### config.mk
export PLATFORM = sky130hd
export DESIGN_NAME = somador
export DESIGN_NICKNAME = d
export VERILOG_FILES = /design/src/rtl/somador_pkg.sv /design/src/rtl/somador_par.sv /design/src/rtl/somador.sv
export SDC_FILE = /design/constraint.sdc
export NUM_CORES = 1
export LEC_CHECK = 0
export CAP_MARGIN = 40
export CORE_AREA = 2 2 60 57
export CTS_CLUSTER_DIAMETER = 100
export DETAILED_ROUTE_END_ITERATION = 8
export DIE_AREA = 0 0 62 59
export GPL_ROUTABILITY_DRIVEN = 1
export HOLD_SLACK_MARGIN = 0.03
export PLACE_DENSITY = 0.83
export SLEW_MARGIN = 20
export SYNTH_ARGS = -nofsm -noshare
export SYNTH_HDL_FRONTEND = slang
export SYNTH_SLANG_ARGS = --single-unit
export TNS_END_PERCENT = 20
### constraint.sdc
create_clock -name clk -period 1.8 [get_ports clk]
set_input_delay 0.18 -clock clk [delete_from_list [all_inputs] [get_ports clk]]
set_output_delay 0.18 -clock clk [all_outputs]
set_load 0.02 [all_outputs]
### src/rtl/somador_pkg.sv
// Shared widths and helpers for the six-operand nibble adder.
// Operand, pair-sum and total widths are fixed here so all files agree.
package somador_pkg;

   localparam int W      = 4;
   localparam int SUM_W  = 7;
   localparam int PAIR_W = W + 1;

   // Zero-extend a pair sum to total width before the stage-2 add.
   function automatic logic [SUM_W-1:0] widen_pair(input logic [PAIR_W-1:0] p);
      return {{(SUM_W-PAIR_W){1'b0}}, p};
   endfunction

endpackage

### src/rtl/somador_par.sv
// Combinational W+W -> W+1 bit ripple-carry adder built from full adders.
// The carry-out becomes the MSB, so the result never overflows.
module somador_par
   import somador_pkg::*;
(
   input  logic [W-1:0]      i_a,
   input  logic [W-1:0]      i_b,
   output logic [PAIR_W-1:0] o_s
);

   logic [W:0] w_c;

   assign w_c[0] = 1'b0;

   for (genvar gi = 0; gi < W; gi++) begin : g_fa
      logic w_x;
      assign w_x         = i_a[gi] ^ i_b[gi];
      assign o_s[gi]     = w_x ^ w_c[gi];
      assign w_c[gi+1]   = (i_a[gi] & i_b[gi]) | (w_c[gi] & w_x);
   end

   assign o_s[W] = w_c[W];

endmodule

### src/rtl/somador.sv
// Two-stage pipelined sum of six unsigned nibbles with an odd-total flag.
// Stage 1 registers three pair sums; stage 2 registers the total and its LSB.
module somador
   import somador_pkg::*;
(
   input  logic             clk,
   input  logic             rst,
   input  logic             in_valid,
   input  logic [W-1:0]     m0,
   input  logic [W-1:0]     m1,
   input  logic [W-1:0]     m2,
   input  logic [W-1:0]     m3,
   input  logic [W-1:0]     m4,
   input  logic [W-1:0]     m5,
   output logic             out_valid,
   output logic [SUM_W-1:0] soma,
   output logic             impar
);

   logic [W-1:0]      w_a [3];
   logic [W-1:0]      w_b [3];
   logic [PAIR_W-1:0] w_p [3];
   logic [SUM_W-1:0]  w_total;

   logic [PAIR_W-1:0] r_p [3];
   logic              r_v1;
   logic [SUM_W-1:0]  r_soma;
   logic              r_impar;
   logic              r_out_valid;

   assign w_a[0] = m0;
   assign w_b[0] = m1;
   assign w_a[1] = m2;
   assign w_b[1] = m3;
   assign w_a[2] = m4;
   assign w_b[2] = m5;

   for (genvar gi = 0; gi < 3; gi++) begin : g_pair
      somador_par u_par (
         .i_a (w_a[gi]),
         .i_b (w_b[gi]),
         .o_s (w_p[gi])
      );
   end

   assign w_total = widen_pair(r_p[0]) + widen_pair(r_p[1]) + widen_pair(r_p[2]);

   // Datapath loads every cycle; only the valid bits qualify the outputs.
   always_ff @(posedge clk or posedge rst) begin
      if (rst) begin
         for (int i = 0; i < 3; i++) begin
            r_p[i] <= '0;
         end
         r_v1        <= 1'b0;
         r_soma      <= '0;
         r_impar     <= 1'b0;
         r_out_valid <= 1'b0;
      end else begin
         for (int i = 0; i < 3; i++) begin
            r_p[i] <= w_p[i];
         end
         r_v1        <= in_valid;
         r_soma      <= w_total;
         r_impar     <= w_total[0];
         r_out_valid <= r_v1;
      end
   end

   assign soma      = r_soma;
   assign impar     = r_impar;
   assign out_valid = r_out_valid;

endmodule

==> reports/summary.md, run 1 <==
Yosys attributes the largest share of cell area to sky130_fd_sc_hd__dfrtp_1 (49%), sky130_fd_sc_hd__fa_1 (25%), sky130_fd_sc_hd__inv_1 (13%), sky130_fd_sc_hd__ha_1 (7.2%), sky130_fd_sc_hd__a21oi_2 (1.4%). The critical path goes through fa_1 > ha_2 > fa_2 > a21o_1 > a21oi_2 > xor2_1. After detailed routing, the number of remaining DRC violations is 0. The first global-routing pass estimated 3.11 mm of wire.

The synthesized area per cell was 12.6 µm²; the die extent in x was 62 µm. The synthesized design contains 24 register bits. The main flop type after synthesis was sky130_fd_sc_hd__dfrtp_1.

In this run, the number of DRC markers left after iteration 0 of detailed routing was 8. The final routed wirelength across all metal layers is 1.96 mm, and the count of hold-fix buffers inserted at cts is 0. The wire-length estimate of the detail-placed layout is 1.71 mm. At the end of the flow the core is filled with cells to 57.1%.

The net count of the finished layout is 188. The tightest min-delay check is of the in2async type. The final critical-path share of the clock period came out at 112%.

Setup violations remaining at the end of the flow were counted as 2. The worst register-to-register path begins at r_p[1]. Of the cells placed in the final design, the portion with a size suffix greater than 1 is 7.97%.

The worst setup path is captured at a flip-flop. Synthesis produced a netlist with a net count of 146. For the post-synthesis sequential area ratio, the log shows 49.2%. In this run the tool buffered the top-level ports with 35 buffer cells. Total count of hold-check failures in the final report: 0. Setup total negative slack on the finished layout was measured at -0.286 ns. For this run, the detailed router's first-pass iteration total came to 2.

The most common cell in the synthesized netlist is sky130_fd_sc_hd__inv_1. The proportion of register bits with asynchronous set or reset after synthesis is 100%, and the number of top-level pins is 36. The insertion delay of the later-clocked pin in the worst-skew pair was 0.31 ns; the area growth from synthesis to layout was 38.9%. At the worst endpoint, the arrival time is 2.27 ns. The slowest stage of the critical path is the sky130_fd_sc_hd__fa_1 cell. The logs give 19 for the number of rows in the core area and 0 for the number of violations of the max-capacitance limit.

In this design, the largest share of critical-path delay is due to adder cells. Yosys mapped a number of flops with a built-in enable equal to 0. For the worst relative slew slack, the log shows 80.5%. Power spread over the standard cell area amounts to 1140 nW/µm². The number of pins exceeding their max-slew limit in the final report was 0; the clock buffer count from CTS was 3. The clock passes through at most 2 buffers.

Entering global routing, the biggest net connects 25 pins. In the final routed layout, each cell accounts on average for 10.9 µm. The run gives 785 as the via count of the first global-routing pass.

The area fraction of the dominant cell type after synthesis came out at 49.2%. Highest metal layer with signal wires: met4. Library cell occupying the most area in the post-synthesis netlist: sky130_fd_sc_hd__dfrtp_1. The tools report the clock root buffer as sky130_fd_sc_hd__clkbuf_4.

In the routed layout, each cell is associated on average with a via count of 4.03. TritonCTS built the clock tree. The number of H-tree levels came out at 1.

The die height is 59 µm, and the setup slack of the most critical reg-to-reg path is -0.22 ns. In this run the cell area of the synthesized design comes to 1220 µm². The run gives 41.1% as the starting density of the core. The run finished, with violations left. The congestion estimate from routability-driven global placement came to 0.738.

For this run, the top clock speed supported by timing is 0.494 GHz. The commonest cells after synthesis are sky130_fd_sc_hd__inv_1 (41), sky130_fd_sc_hd__dfrtp_1 (24), sky130_fd_sc_hd__fa_1 (15). The antenna diode count was 0. For the count of clock tree sinks, the log shows 24.

The area enclosed by the die boundary is 3660 µm². The checks that failed: setup timing. Along the worst path, the maximum fanout reaches 2.

Yosys printed 0 warnings. The total routing resource utilization after global routing came out at 11.8%. Count of nets left with antenna violations after detail routing: 0. The data required time at the worst endpoint came out at 2.05 ns.

Clock-pin slew reported for the worst setup and hold paths after clock tree synthesis: 0.14 ns. STA classifies the critical path startpoint as a flip-flop. The global route total overflow is 0. The cell count of the worst reg-to-reg path was 6. The slew at the pin closest to its max-slew limit came out at 0.292 ns.

In this run the critical register-to-register path is captured at soma[5]. For the number of antenna violations at the first check in global routing, the log shows 0. The number of buffer and inverter instances along the worst setup path is 0, and the via count is 726.

The largest single stage delay on the critical path is 0.49 ns. The run gives 1.16 mm as the routed length on met2. The number of different library cells used by synthesis comes to 11. The number of gates resized after CTS was 0. The setup path with the least slack is of type reg2reg. Counting buffers and inverters, the worst setup path is 6 cells deep. For the total power draw, the log shows 1.93 mW.

Clock skew on the completed layout was measured at 0.00483 ns. Across the VDD grid, the largest voltage drop is 437 µV. The detailed router put a total of 692 µm of wire on met1. The tools report the number of instances in the synthesized netlist as 97. Leakage power summed over all cells: 0.865 nW. Summed over all nets, wire length on met3 after detailed routing comes to 101 µm. Setup repair after global routing could not meet its margin everywhere.

The smallest clock period supported by the final layout is computed as 2.02 ns. The region available for standard cell placement spans 2970 µm². Buffers added to address setup during post-CTS repair amount to 0. The final critical-path setup slack was -0.225 ns.
## worst min-delay path: stages
cell                              delay [ns]
sky130_fd_sc_hd__clkdlybuf4s50_1        0.40
sky130_fd_sc_hd__inv_1                  0.06
sky130_fd_sc_hd__buf_4                  0.28
## worst max-delay path by stage
stage	to	startpoint	slack, ns
after floorplan	soma[5]	r_p[1]	-0.08
after global placement	r_p[8]	m2[0]	-0.30
after detailed placement	r_p[8]	m2[0]	-0.32
after CTS	soma[5]	r_p[1]	-0.22
after global routing	soma[5]	r_p[1]	-0.28
final	soma[5]	r_p[1]	-0.22
## power breakdown
| group | internal (mW) | switching [mW] |
|---|---|---|
| clock network | 0.225 | 0.165 |
| registers | 0.668 | 0.0475 |
| logic | 0.431 | 0.398 |
| total | 1.32 | 0.610 |
## per-stage QoR
stage               setup WS (ns)  hold slack [ns]  cell area (µm²)  std cells
floorplan                 -0.0784            0.195             1230         97
global placement           -0.304            0.344             1640        176
detailed placement         -0.316            0.359             1640        176
CTS                        -0.223            0.208             1700        180
global route               -0.281            0.254             1700        180
finish                     -0.225            0.200             1700        180
## registers in the layout (all words and copies together), names as in the netlist
register,count
r_p,15
r_v1,1
soma,7
out_valid,1
## layout make-up
cell class              count  area [µm²]
repair buffers             38         373
well taps                  42        52.6
multi-input cells          31         464
fillers                   250        1270
inverters                  41         154
clock inverters             1        30.0
flip-flops and latches     24         601
clock buffers               3        22.5
## cell families (layout without fill, tap and decap cells)
group	count (synthesis)	count (layout)	synth area share, %
buffers and inverters	42	83	13.2
DFF	24	24	49.2
adders and majority gates	22	22	31.8
AOI/OAI and AO/OA	5	5	3.18
xor gates and xnor gates	3	3	2.15
and+or+nand+nor	1	1	0.513
## layer usage
layer | GRT usage, % | up-vias
li1 | - | 347
met1 | 13.2 | 355
met2 | 22.3 | 22
met3 | 2.18 | 2
met4 | 2.74 | 0
met5 | 0 | -
## cell usage in the layout, fill, tap and decap left out, drive strengths merged, types with 2 or more instances in the layout
cell type	count
a21o	2
dfrtp	24
inv	41
clkdlybuf4s50	35
a21oi	2
clkbuf	3
fa	15
ha	7
xor2	2
buf	3
Note: power is estimated with default switching activity, not from simulation.
==> run 2, diff against run 1 <==
--- a/config.mk
+++ b/config.mk
@@ -6,13 +6,15 @@
 export NUM_CORES = 1
 export LEC_CHECK = 0
 export CAP_MARGIN = 40
-export CORE_AREA = 2 2 60 57
+export CORE_AREA = 2 2 59 55
+export CTS_BUF_LIST = sky130_fd_sc_hd__clkbuf_4
 export CTS_CLUSTER_DIAMETER = 100
 export DETAILED_ROUTE_END_ITERATION = 8
-export DIE_AREA = 0 0 62 59
+export DIE_AREA = 0 0 61 57
 export GPL_ROUTABILITY_DRIVEN = 1
 export HOLD_SLACK_MARGIN = 0.03
-export PLACE_DENSITY = 0.83
+export PLACE_DENSITY = 0.86
+export RECOVER_POWER = 25
 export SLEW_MARGIN = 20
 export SYNTH_ARGS = -nofsm -noshare
 export SYNTH_HDL_FRONTEND = slang
==> run 2 against run 1 <==
The flow still finishes with violations (setup timing). Setup slack improved by 0.044 ns. Die area shrank 4.9%. Non-clock buffer count stayed put. Clock power barely moved. Clock skew is 0.0058 ns higher. Critical endpoint unchanged.
==> reports/summary.md, run 2 (synthesis results as in run 1) <==
The flow ran to the end, but the final reports show violations. Violated checks: setup timing (unchanged). For the weighted congestion at the end of routability-driven global placement, the log shows 0.693 (was 0.738). The logs give 19 (unchanged) for the number of rows in the core area and 58.1% (was 57.1%) for the utilization of the core after routing. The tools report the clock buffer count from CTS as 3 (unchanged). Mean number of vias per cell: 4.09 (was 4.03). The number of antenna violations at the first check in global routing came out at 0 (unchanged). The logs give 391 µV (was 437 µV) for the worst ir drop on vdd and 0.505 GHz (was 0.494 GHz) for the highest achievable clock rate. Number of top-level pins: 36 (unchanged). The final critical-path share of the clock period came out at 110% (was 112%).

The fraction of final layout cells with drive strength greater than 1 was 9.42% (was 7.97%); the maximum number of buffers from clock root to sink was 2 (unchanged). The slew at the pin closest to its max-slew limit came out at 1.20 ns (was 0.292 ns). The placed instance count is 176 (unchanged), and the final number of setup-violating endpoints is 2 (unchanged). The run gives 823 (was 785) as the via count of the first global-routing pass.

The kind of start point of the critical path is a flip-flop (unchanged). The worst slack on hold paths was 0.367 ns (was 0.200 ns). The placeable core area is 2920 µm² (was 2970 µm²).

The global route total overflow came out at 0 (unchanged). The run gives 0 (unchanged) as the number of pins exceeding their max-slew limit in the final report. The final routed wirelength across all metal layers was 1.92 mm (was 1.96 mm); the number of I/O port buffers was 35 (unchanged). The kind of critical path was reg2reg (unchanged). The total negative slack is -0.203 ns (was -0.286 ns), and the die extent in x is 61 µm (was 62 µm). TritonCTS built the clock tree. The standard cell area after detailed placement was 1640 µm² (unchanged); the total power density per cell area was 1130 nW/µm² (was 1140 nW/µm²). The register bank with the most flops was r_p (unchanged). The final period demand of the worst path came out at 1.98 ns (was 2.02 ns).

The iteration-0 DRC count of the detailed router was 7 (was 8); the count of clock tree sinks was 24 (unchanged). The cell count of the worst reg-to-reg path is 6 (unchanged), and the flip-flop count of the largest register after layout is 15 (unchanged). For the via count, the log shows 737 (was 726).

The number of cells on the worst hold path is 0. Post-route standard cell area excluding fillers: 1700 µm² (about the same). Setup repair after global routing could not meet its margin everywhere. The logs give 180 (unchanged) for the non-filler instance count after layout and 0 (unchanged) for the final routed DRC violation total. The pin count of the biggest net entering global routing was 25 (unchanged). The most used routing layer in global routing was met2 (unchanged).

The count of nets left with antenna violations after detail routing was 0 (unchanged); the worst relative slew slack was 19.8% (was 80.5%). The tools report the placed wire-length estimate as 1.72 mm (was 1.71 mm). The data arrival at the endpoint of the critical path was 2.23 ns (was 2.27 ns).

The run gives 2.05 ns (about the same) as the data required time at the worst endpoint. The logs give 3.85% (was 2.18%) for the met3 track utilization from global routing and 1 (unchanged) for the number of H-tree levels. The tools report the global routing usage on met1 as 12.9% (was 13.2%). The commonest non-fill, non-tap cell in the layout was sky130_fd_sc_hd__inv_1 (unchanged).

The maximum clock skew at final layout came out at 0.0106 ns (was 0.00483 ns). Number of violations of the max-capacitance limit: 0 (unchanged). The wire length of the first global-routing pass came out at 3.18 mm (was 3.11 mm). The insertion delay of the later-clocked pin in the worst-skew pair is 0.32 ns (was 0.31 ns). The tools report the starting density of the core as 41.8% (was 41.1%).

The final net count is 188 (unchanged). The final critical-path setup slack was -0.181 ns (was -0.225 ns); the total routing resource utilization after global routing was 13.0% (was 11.8%). The largest driver fanout on the critical path works out to 2 (unchanged). The tools report the leakage power summed over all cells as 0.860 nW (was 0.865 nW).

The path class of the lowest-slack min-delay path is reg2reg (was in2async). Kind of end point of the critical path: a flip-flop (unchanged). The clock root buffer is sky130_fd_sc_hd__clkbuf_4 (unchanged).

The area growth from synthesis to layout came out at 39.0% (was 38.9%). The run gives 0 (unchanged) as the total count of hold-check failures in the final report. The die height is 57 µm (was 59 µm), and the number of iterations in the first detailed-routing pass is 4 (was 2). Most frequent cells in the layout: sky130_fd_sc_hd__inv_1 (40), sky130_fd_sc_hd__clkdlybuf4s50_1 (33), sky130_fd_sc_hd__dfrtp_1 (24) (was sky130_fd_sc_hd__inv_1 (41), sky130_fd_sc_hd__clkdlybuf4s50_1 (35), sky130_fd_sc_hd__dfrtp_1 (24)).

The antenna diode count was 0 (unchanged). The clock-pin slew reported for the worst setup and hold paths after clock tree synthesis is 0.14 ns (about the same), and the average routed wire per standard cell is 10.7 µm (was 10.9 µm). The area enclosed by the die boundary was 3480 µm² (was 3660 µm²). For the global routing met2 resource utilization, the log shows 23.7% (was 22.3%).
==> run 2: changes by cell type in the layout (fill, tap and decap cells not counted) <==
| cell | previous run | this run |
|---|---|---|
| sky130_fd_sc_hd__inv_1 | 41 | 40 |
| sky130_fd_sc_hd__inv_2 | 0 | 1 |
| sky130_fd_sc_hd__fa_2 | 1 | 3 |
| sky130_fd_sc_hd__buf_4 | 3 | 2 |
| sky130_fd_sc_hd__dlygate4sd3_1 | 0 | 2 |
| sky130_fd_sc_hd__clkdlybuf4s50_1 | 35 | 33 |
| sky130_fd_sc_hd__fa_1 | 14 | 12 |
| sky130_fd_sc_hd__clkbuf_1 | 0 | 1 |
==> run 2: worst max-delay path, cell delays in order (launching register included) <==
cell	delay [ns]
sky130_fd_sc_hd__dfrtp_1	0.41
sky130_fd_sc_hd__fa_1	0.49
sky130_fd_sc_hd__ha_2	0.20
sky130_fd_sc_hd__fa_2	0.33
sky130_fd_sc_hd__a21o_1	0.18
sky130_fd_sc_hd__a21oi_2	0.14
sky130_fd_sc_hd__xor2_1	0.16
==> run 2: final timing paths <==
kind | start | end | slack, ns
min reg2reg | r_v1 | out_valid | 0.37
max in group asynchronous | rst | r_p[13] | 0.42
min | r_v1 | out_valid | 0.37
max | r_p[11] | soma[5] | -0.18
max reg2reg | r_p[11] | soma[5] | -0.18
min in group asynchronous | rst | soma[2] | 0.66
==> run 2: power by group <==
group	switching [mW]	total (mW)	internal, mW
clock	0.166	0.391	0.225
combinational	0.387	0.814	0.427
sequential	0.0415	0.709	0.668
total	0.595	1.91	1.32
==> run 2: through the flow <==
stage               setup WS, ns  total power, mW
floorplan                -0.0784             1.21
global placement          -0.281             1.50
detailed placement        -0.353             1.56
CTS                       -0.218             1.95
global route              -0.303             2.05
finish                    -0.181             1.91
==> run 2: layer usage <==
metal,vias to the layer above,wire (µm)
met5,-,0
met4,0,43
met3,5,145
met2,31,1080
met1,354,651
li1,347,-
==> run 2: final cells by class <==
type	instances	area [µm²]
Multi-Input combinational cell	31	469
Sequential cell	24	601
Timing Repair Buffer	38	369
Clock buffer	3	22.5
Clock inverter	1	30.0
Tap cell	42	52.6
Inverter	41	154
Fill cell	253	1230
==> run 2: repair_timing <==
item | in CTS | in global routing
buffers inserted | 0 | 0
resized for setup | 1 | 2
hold buffers | 0 | 0
gates cloned | 0 | 0
endpoints found under the setup margin | 5 | 7
pin swaps | 5 | 1
